[config.mk]
export PLATFORM = sky130hd
export DESIGN_NAME = car_lane_ctrl
export DESIGN_NICKNAME = d
export VERILOG_FILES = /design/src/rtl/car_pkg.sv /design/src/rtl/car_step_timer.sv /design/src/rtl/car_lane_ctrl.sv
export SDC_FILE = /design/constraint.sdc
export NUM_CORES = 1
export LEC_CHECK = 0
export CELL_PAD_IN_SITES_DETAIL_PLACEMENT = 0
export CELL_PAD_IN_SITES_GLOBAL_PLACEMENT = 2
export CORE_MARGIN = 1
export CORE_UTILIZATION = 42
export CTS_CLUSTER_DIAMETER = 200
export CTS_CLUSTER_SIZE = 12
export DETAILED_ROUTE_END_ITERATION = 10
export PLACE_DENSITY_LB_ADDON = 0.05
export SYNTH_ARGS = -nofsm -noshare
export SYNTH_HDL_FRONTEND = slang
export SYNTH_SLANG_ARGS = --single-unit
export TNS_END_PERCENT = 1
[constraint.sdc]
create_clock -name i_Clk -period 10.7 [get_ports i_Clk]
set_clock_uncertainty 0.2 [all_clocks]
set_input_delay 1.605 -clock i_Clk [delete_from_list [all_inputs] [get_ports i_Clk]]
set_output_delay 1.605 -clock i_Clk [all_outputs]
set_load 0.005 [all_outputs]
[src/rtl/car_pkg.sv]
// Shared constants, types and helper functions for the road-lane car controller.
package car_pkg;

    localparam int unsigned GRID_W_DEFAULT = 20;
    localparam int unsigned X_W_DEFAULT    = 5;

    // Jitter LFSR: taps 16,14,13,11 map to state bits 15,13,12,10.
    localparam logic [15:0] LFSR_SEED = 16'hACE1;
    localparam logic [15:0] LFSR_TAPS = 16'hB400;

    typedef enum logic {
        ST_RUN,
        ST_HOLD
    } lane_state_t;

    // Step period for a level, clamped at min_p; level 0 behaves like level 1.
    function automatic logic [31:0] period(input logic [31:0] level,
                                           input logic [31:0] base,
                                           input logic [31:0] step,
                                           input logic [31:0] min_p);
        logic [31:0] leff;
        logic [31:0] dec;
        logic [31:0] p;
        leff = (level == 32'd0) ? 32'd1 : level;
        dec  = (leff - 32'd1) * step;
        if (dec >= base) begin
            p = min_p;
        end else begin
            p = base - dec;
            if (p < min_p) p = min_p;
        end
        return p;
    endfunction

    function automatic int unsigned spawn_x(input int unsigned k,
                                            input int unsigned init,
                                            input int unsigned grid,
                                            input int unsigned n);
        return (init + k * (grid / n)) % grid;
    endfunction

    function automatic logic [15:0] lfsr_next(input logic [15:0] s);
        return {s[14:0], ^(s & LFSR_TAPS)};
    endfunction

endpackage

[src/rtl/car_step_timer.sv]
// Level-dependent step timer: reloadable down-counter producing a one-cycle step request.
// Optional period jitter from a 16-bit LFSR when CAR_LANE_JITTER_EN is defined.
module car_step_timer
    import car_pkg::*;
#(
    parameter int unsigned LEVEL_W     = 7,
    parameter logic [23:0] BASE_PERIOD = 24'd6000000,
    parameter logic [23:0] PERIOD_STEP = 24'd300000,
    parameter logic [23:0] MIN_PERIOD  = 24'd750000
) (
    input  logic               i_Clk,
    input  logic               i_Reset,
    input  logic               i_enable,
    input  logic               i_restart,
    input  logic [LEVEL_W-1:0] i_level,
    output logic               o_step_req
);

    localparam logic [31:0] PERIOD_L1  = period(32'd1, 32'(BASE_PERIOD),
                                                32'(PERIOD_STEP), 32'(MIN_PERIOD));
    localparam logic [31:0] RESET_LOAD = (PERIOD_L1 <= 32'd1) ? 32'd0 : PERIOD_L1 - 32'd1;

    lane_state_t state_q;
    lane_state_t state_d;
    logic        count_en;
    logic [31:0] count_q;
    logic [31:0] period_raw;
    logic [31:0] period_eff;
    logic [31:0] jitter;
    logic [31:0] reload_val;

    always_ff @(posedge i_Clk or posedge i_Reset) begin
        if (i_Reset) state_q <= ST_RUN;
        else         state_q <= state_d;
    end

    always_comb begin
        state_d  = state_q;
        count_en = 1'b0;
        case (state_q)
            ST_RUN:  if (!i_enable) state_d = ST_HOLD;
            ST_HOLD: if (i_enable)  state_d = ST_RUN;
            default: state_d = ST_RUN;
        endcase
        count_en = i_enable;
    end

`ifdef CAR_LANE_JITTER_EN
    logic [15:0] lfsr_q;

    // Not reseeded by restart, so only a full reset replays the jitter sequence.
    always_ff @(posedge i_Clk or posedge i_Reset) begin
        if (i_Reset)         lfsr_q <= LFSR_SEED;
        else if (o_step_req) lfsr_q <= lfsr_next(lfsr_q);
    end

    assign jitter = {30'd0, lfsr_q[1:0]};
`else
    assign jitter = 32'd0;
`endif

    always_comb begin
        period_raw = period(32'(i_level), 32'(BASE_PERIOD), 32'(PERIOD_STEP), 32'(MIN_PERIOD));
        period_eff = (period_raw <= 32'd1) ? 32'd1 : period_raw;
        reload_val = period_eff + jitter - 32'd1;
    end

    assign o_step_req = count_en && (count_q == 32'd0) && !i_restart;

    always_ff @(posedge i_Clk or posedge i_Reset) begin
        if (i_Reset) begin
            count_q <= RESET_LOAD;
        end else if (i_restart) begin
            count_q <= reload_val;
        end else if (count_en) begin
            if (count_q == 32'd0) count_q <= reload_val;
            else                  count_q <= count_q - 32'd1;
        end
    end

endmodule

[src/rtl/car_lane_ctrl.sv]
// Lane of evenly spaced wrapping cars with registered positions, occupancy bitmap and step pulse.
// Build option CAR_LANE_JITTER_EN adds LFSR jitter to the step period (see car_step_timer).
module car_lane_ctrl
    import car_pkg::*;
#(
    parameter int unsigned GRID_W      = GRID_W_DEFAULT,
    parameter int unsigned X_W         = X_W_DEFAULT,
    parameter int unsigned NUM_CARS    = 3,
    parameter int unsigned CAR_INIT_X  = 0,
    parameter bit          DIRECTION   = 1'b1,
    parameter int unsigned LEVEL_W     = 7,
    parameter logic [23:0] BASE_PERIOD = 24'd6000000,
    parameter logic [23:0] PERIOD_STEP = 24'd300000,
    parameter logic [23:0] MIN_PERIOD  = 24'd750000
) (
    input  logic                      i_Clk,
    input  logic                      i_Reset,
    input  logic                      i_enable,
    input  logic                      i_restart,
    input  logic [LEVEL_W-1:0]        i_level,
    output logic [NUM_CARS*X_W-1:0]   o_car_x,
    output logic [GRID_W-1:0]         o_occupied,
    output logic                      o_step
);

    if (GRID_W / NUM_CARS == 0) begin : g_bad_spacing
        $error("car_lane_ctrl: GRID_W/NUM_CARS must be at least 1");
    end
    if ((2 ** X_W) < GRID_W) begin : g_bad_width
        $error("car_lane_ctrl: X_W too narrow for GRID_W");
    end

    logic              step_req;
    logic [X_W-1:0]    spawn_c   [NUM_CARS];
    logic [X_W-1:0]    car_x_q   [NUM_CARS];
    logic [X_W-1:0]    car_x_d   [NUM_CARS];
    logic [GRID_W-1:0] spawn_occ;
    logic [GRID_W-1:0] occ_d;

    car_step_timer #(
        .LEVEL_W     (LEVEL_W),
        .BASE_PERIOD (BASE_PERIOD),
        .PERIOD_STEP (PERIOD_STEP),
        .MIN_PERIOD  (MIN_PERIOD)
    ) u_timer (
        .i_Clk      (i_Clk),
        .i_Reset    (i_Reset),
        .i_enable   (i_enable),
        .i_restart  (i_restart),
        .i_level    (i_level),
        .o_step_req (step_req)
    );

    for (genvar k = 0; k < NUM_CARS; k++) begin : g_car
        localparam int unsigned SPAWN = spawn_x(k, CAR_INIT_X, GRID_W, NUM_CARS);
        assign spawn_c[k]             = X_W'(SPAWN);
        assign o_car_x[k*X_W +: X_W]  = car_x_q[k];
    end

    // Bitmap is built from next-state positions so it registers together with o_car_x.
    always_comb begin
        occ_d     = '0;
        spawn_occ = '0;
        for (int k = 0; k < NUM_CARS; k++) begin
            if (i_restart) begin
                car_x_d[k] = spawn_c[k];
            end else if (step_req) begin
                if (DIRECTION)
                    car_x_d[k] = (car_x_q[k] == X_W'(GRID_W - 1)) ? '0 : car_x_q[k] + X_W'(1);
                else
                    car_x_d[k] = (car_x_q[k] == '0) ? X_W'(GRID_W - 1) : car_x_q[k] - X_W'(1);
            end else begin
                car_x_d[k] = car_x_q[k];
            end
            occ_d[car_x_d[k]]     = 1'b1;
            spawn_occ[spawn_c[k]] = 1'b1;
        end
    end

    always_ff @(posedge i_Clk or posedge i_Reset) begin
        if (i_Reset) begin
            for (int k = 0; k < NUM_CARS; k++) car_x_q[k] <= spawn_c[k];
            o_occupied <= spawn_occ;
            o_step     <= 1'b0;
        end else begin
            for (int k = 0; k < NUM_CARS; k++) car_x_q[k] <= car_x_d[k];
            o_occupied <= occ_d;
            o_step     <= step_req;
        end
    end

endmodule
# Yosys cells after proc, flatten, opt, wreduce, memory -nomap -nowiden
# Cells that the tools add are included.
# op_classes
n_addsub	7
multipliers	1
magnitude_cmp	9
n_eq_ne	3
n_mux	22
bitwise_logic	2
reduce_logical	9
# op_table
op	n
$mux 32	6
$sub 32x1->32 const B	3
$mux 5	9
$or 20x20->20	2
$ge 32x23->1 const B	1
$le 32x1->1 const B	1
$logic_not 32->1	1
$lt 32x20->1 const B	1
$mul 32x14->27 const B	1
$sub 23x32->32 const A	1
$lt 5x6->1 const B	3
$add 5x1->5 const B	3
$demux 1 s5	3
$eq 5x5->1 const B	3
$ge 5x1->1 const B	3
$logic_not 7->1	1
$mux 7	1
$logic_and 1x1->1	5
$mux 1	3
$reduce_bool 2->1	1
$logic_not 1->1	1
# word_totals
regBits	68
word_cells	59

# Depth between registers and ports, before layout
# logic_depth
ltp_word	14
ltp_mapped	35

# By module
# From an unflattened synthesis, not the netlist that was laid out.
# hier_totals
cells_unflattened	1257
area_unflattened_um2	10573.9
# by_module_without_submodules
mod	n_inst	cells_per_inst	area_each_um2
car_step_timer	1	1013	8270.4
car_lane_ctrl	1	244	2303.5

# Worst setup path before layout
# OpenSTA, ideal clock, no wires.
# synth_timing
path_kind	input to register
start	in i_level[1]
end	reg u_timer.count_q[7]
setup_ps	137
arrival_time_ps	10019
required_ps	10363
setup_slack_ps	344
cell_stages	31
cell_sequence	clkbuf_1 > nor2_1 > a21oi_1 > inv_1 > nand2_1 > nand3_1 > inv_1 > fa_1 > inv_1 > fa_1 > inv_1 > ha_1 > fa_1 > fa_1 > inv_1 > fa_1 > inv_1 > ha_1 > a21oi_1 > o21ai_0 > nand3_1 > o211ai_1 > xnor2_1 > a21oi_1 > a211oi_2 > nand4_1 > nor4_1 > o31ai_2 > buf_4 > o22ai_1 > a21oi_1
# synth_between
elab_chain_cells	14
elab_cells_between_ends	15
cone_classes	add/sub (3); mul (1); order compare (3); mux (7); reduce/logical (1)
# synth_rtl
element	line	text
start: declaration	car_lane_ctrl.sv:20	input logic [LEVEL_W-1:0] i_level,
$logic_not 7->1	car_pkg.sv:24	leff = (level == 32'd0) ? 32'd1 : level;
$mux 7 *	car_pkg.sv:24	
$sub 32x1->32 *	car_pkg.sv:25	dec = (leff - 32'd1) * step;
$mul 32x14->27 *	car_pkg.sv:25	
$sub 23x32->32	car_pkg.sv:29	p = base - dec;
$lt 32x20->1	car_pkg.sv:30	if (p < min_p) p = min_p;
$mux 32	car_pkg.sv:30	
$mux 32 *	car_pkg.sv:26	if (dec >= base) begin
$le 32x1->1	car_step_timer.sv:64	period_eff = (period_raw <= 32'd1) ? 32'd1 : period_raw;
$mux 32 *	car_step_timer.sv:64	
$sub 32x1->32 *	car_step_timer.sv:65	reload_val = period_eff + jitter - 32'd1;
$mux 32	car_step_timer.sv:76	if (count_q == 32'd0) count_q <= reload_val;
$mux 32	car_step_timer.sv:75	end else if (count_en) begin
$mux 32 *	car_step_timer.sv:73	end else if (i_restart) begin
end signal: assignment	car_step_timer.sv:74	count_q <= reload_val;
end signal: assignment	car_step_timer.sv:76	
end signal: assignment	car_step_timer.sv:77	else count_q <= count_q - 32'd1;
end: declaration	car_step_timer.sv:26	logic [31:0] count_q;
# Mark *: on every way between the ends. The rest lies on a longest branch, timed or not. The select of a mux whose other input is x is not followed.
# A chain may end at the register's enable or synchronous reset.

# Worst setup path in the final report
# layout_timing
start	in i_level[5]
end	reg u_timer.count_q[25]
# The elaborated chain is that of the path after synthesis.

==> metrics <==
outcome finished, final reports clean; worst hold start u_timer.count_q[17]; count of distinct cell types in the synthesized netlist roughly 80; aggregate global-route resource usage between 20 and 25%; top post-synthesis cells by area fa_1, dfrtp_1, ha_1; starting DRC count in detailed routing about 330; critical-path maximum fanout 8; Clk Tree Root Cell clkbuf_16; total wirelength of the detailed-routed design 25.1 mm; family with the most delay on the worst path adder cells; CTS hold repair buffers 0; share of the clock period used by the worst path after layout 93.2%; detailed route wirelength on metal2 12.9 mm; mean number of vias per cell between 5 and 6; Crit Path Class primary input to flip-flop; unrepaired setup endpoints after global routing no; power per standard cell area ~250 nW/um2; number of synthesized flops with an enable pin 0; vias in the first global route 8,057; synthesis-to-layout area growth 12.3%; end-of-flow core utilization 48.0%; placed cell count about 1,500; Clock transition at path regs around 60 ps; maximum operating frequency between 0.1 and 0.15 GHz; starting density of the core 42.7%; worst rel slew slack 40.2%; amount of wire on met3 after detailed routing 599 um; Port Buf Inserts between 40 and 50; dpl hpwl a little over 20 mm; via count roughly 8,000; number of nets in the synthesized netlist approximately 1,300; count of antenna-violating nets left after detailed routing 0; final-stage net count roughly 1,400; post-synthesis cell type with the largest combined area fa_1; Die Span Y 154 um; Ports 47; Critical Path Most Common Cell inv_1; CP Data Required Time 10,760 ps; cells after synthesis about 1,100; CP Capture Type flip-flop; yosys warns 0; class of the tightest hold or removal check flip-flop to flip-flop; top metal layer carrying routed signals met4; sum of routed wire segments on met1 11.2 mm; global-route wire length before repair between 40 and 50 mm; buffer depth of the longest clock path 2; Worst R2R Start u_timer.count_q[0]; maximum ir drop on the vdd rail 0.000203 V; most used flip-flop cell after synthesis dfrtp_1; post-synthesis register bit count 68; WP buf/inv 7; layout cells sized above 1 slightly below 10%; FF-to-FF path depth 14; final cell count without fillers ~1,500; Netlist Area Pre-Place slightly below 10,000 um2; Tot Pwr about 2.7 mW; slew at the pin closest to its max-slew limit between 800 and 900 ps; detailed-routing iteration count for the pre-antenna-repair pass 4; area post-placement about 11,000 um2; CTS tree built; Pins Over Slew Limit 0; Die ar. ~24,000 um2; number of buffers created by CTS 9; area of the placeable core 22,600 um2; die boundary width about 150 um; depth of the critical timing path with buffers and inverters included 31; slowest stage cell on the critical path clkdlybuf4s50_1; number of sinks driven by the clock tree 68; time the worst path needs with I/O delays and setup 9970 ps; top cell types by occurrence after synthesis inv_1, fa_1, ha_1, nand2_1, nor2_1; critical path startpoint i_level[5]; Crit Reg-Reg Endpoint o_occupied[6]; mean cell area of the mapped netlist between 8 and 9 um2; most frequently used cell type in the post-synthesis netlist inv_1; drt drc 0; worst-case register-to-register setup slack ~6000 ps; diodes inserted 0; Pleak between 5 and 6 nW; global route overflow 0; critical path data arrival time 10,030 ps; Post-Route Setup TNS 0 ps; Max Cap Violations 0; # rows 55; Finished Cell Area roughly 11,000 um2; CP Launch Type primary input; initial antenna violation count 0; largest stage delay on the critical path slightly above 600 ps; last element of the critical path u_timer.count_q[25]; Final Wtd Congestion 0.862; total number of H-tree levels 3; fraction of registers with async set or reset after synthesis between 90% and 100%; average wire length per cell after detail routing approximately 17 um; portion of the post-synthesis area used by sequential elements between 15 and 20%; Hold Slack about 280 ps; final setup vio count 0; maximum number of pins on one net before global-route repair a little under 70; number of endpoints with negative hold slack in the final report 0; post-synth top area share 18.0%; worst slack, placed roughly 260 ps; worst setup slack after layout roughly 730 ps; clock latency on the worst-skew pair 330 ps
==> cell usage in the layout (no fill, tap or decap), types with 19 or more instances in the layout <==
cell type	instances
clkdlybuf4s50_1	46
buf_4	27
xnor2_1	39
nor3_1	37
nand3_1	21
dfstp_2	23
xor2_1	30
nor2_1	79
a21o_1	19
nand2_1	80
inv_1	184
dfrtp_1	45
ha_1	82
a21oi_1	58
o21ai_1	22
fa_1	87
o21ai_0	41
==> cells by family after synthesis <==
group,after synthesis,share of synthesized area (%)
muxes,5,0.519
adders and majority gates,169,28.7
xor gates and xnor gates,74,7.17
DFF,68,17.9
AOI/OAI and AO/OA,258,18.2
buffers and inverters,218,8.69
and+or+nand+nor,341,18.8
==> what timing repair did <==
item | CTS | global route
setup buffers | 0 | 2
endpoints found under the hold margin | 0 | 0
gates resized for setup | 0 | 1
endpoints found under the setup margin | 0 | 9
==> layout make-up <==
class                   count  area [um2]
clock buffers              12         256
clock inverters             4        47.5
fillers                  2289       11700
inverters                 186         698
multi-input cells         847        7090
flip-flops and latches     68        1730
well taps                 285         357
repair buffers             73         663
==> sequential cells by signal, indices dropped and copies added, names as in the netlist <==
name             cells
o_car_x             15
o_occupied          20
o_step               1
u_timer.count_q     32
==> report_power, final <==
group	leakage, nW	switching [mW]	internal (mW)
Sequential	0.851	0.0325	0.302
Combinational	4.14	1.26	0.835
Clock	0.149	0.113	0.192
Total	5.14	1.41	1.33
==> metal layers <==
metal,track usage (%),up-vias
met5,0,-
met4,5.43,0
met3,2.11,19
met2,40.3,113
met1,27.8,3938
li1,-,3967
==> worst register-to-register path: cells and delay by family, from the launching register on <==
kind                     cells  cell delay [ps]
AND/OR/NAND/NOR              9             3230
flip-flops                   1              390
adder cells (fa/ha/maj)      1              210
AO/OA/AOI/OAI                1              180
buffers and inverters        2              160
XOR/XNOR                     1              140
==> worst min path at each step <==
stage | end | slack, ps | cells past startpoint
2_1_floorplan | u_timer.count_q[17] | 250 | 2
3_3_place_gp | u_timer.count_q[17] | 270 | 2
3_5_place_dp | u_timer.count_q[17] | 270 | 2
4_1_cts | u_timer.count_q[17] | 280 | 2
5_1_grt | u_timer.count_q[17] | 310 | 2
6_report | u_timer.count_q[17] | 280 | 2
No activity file was read; power rests on OpenSTA's default activity.
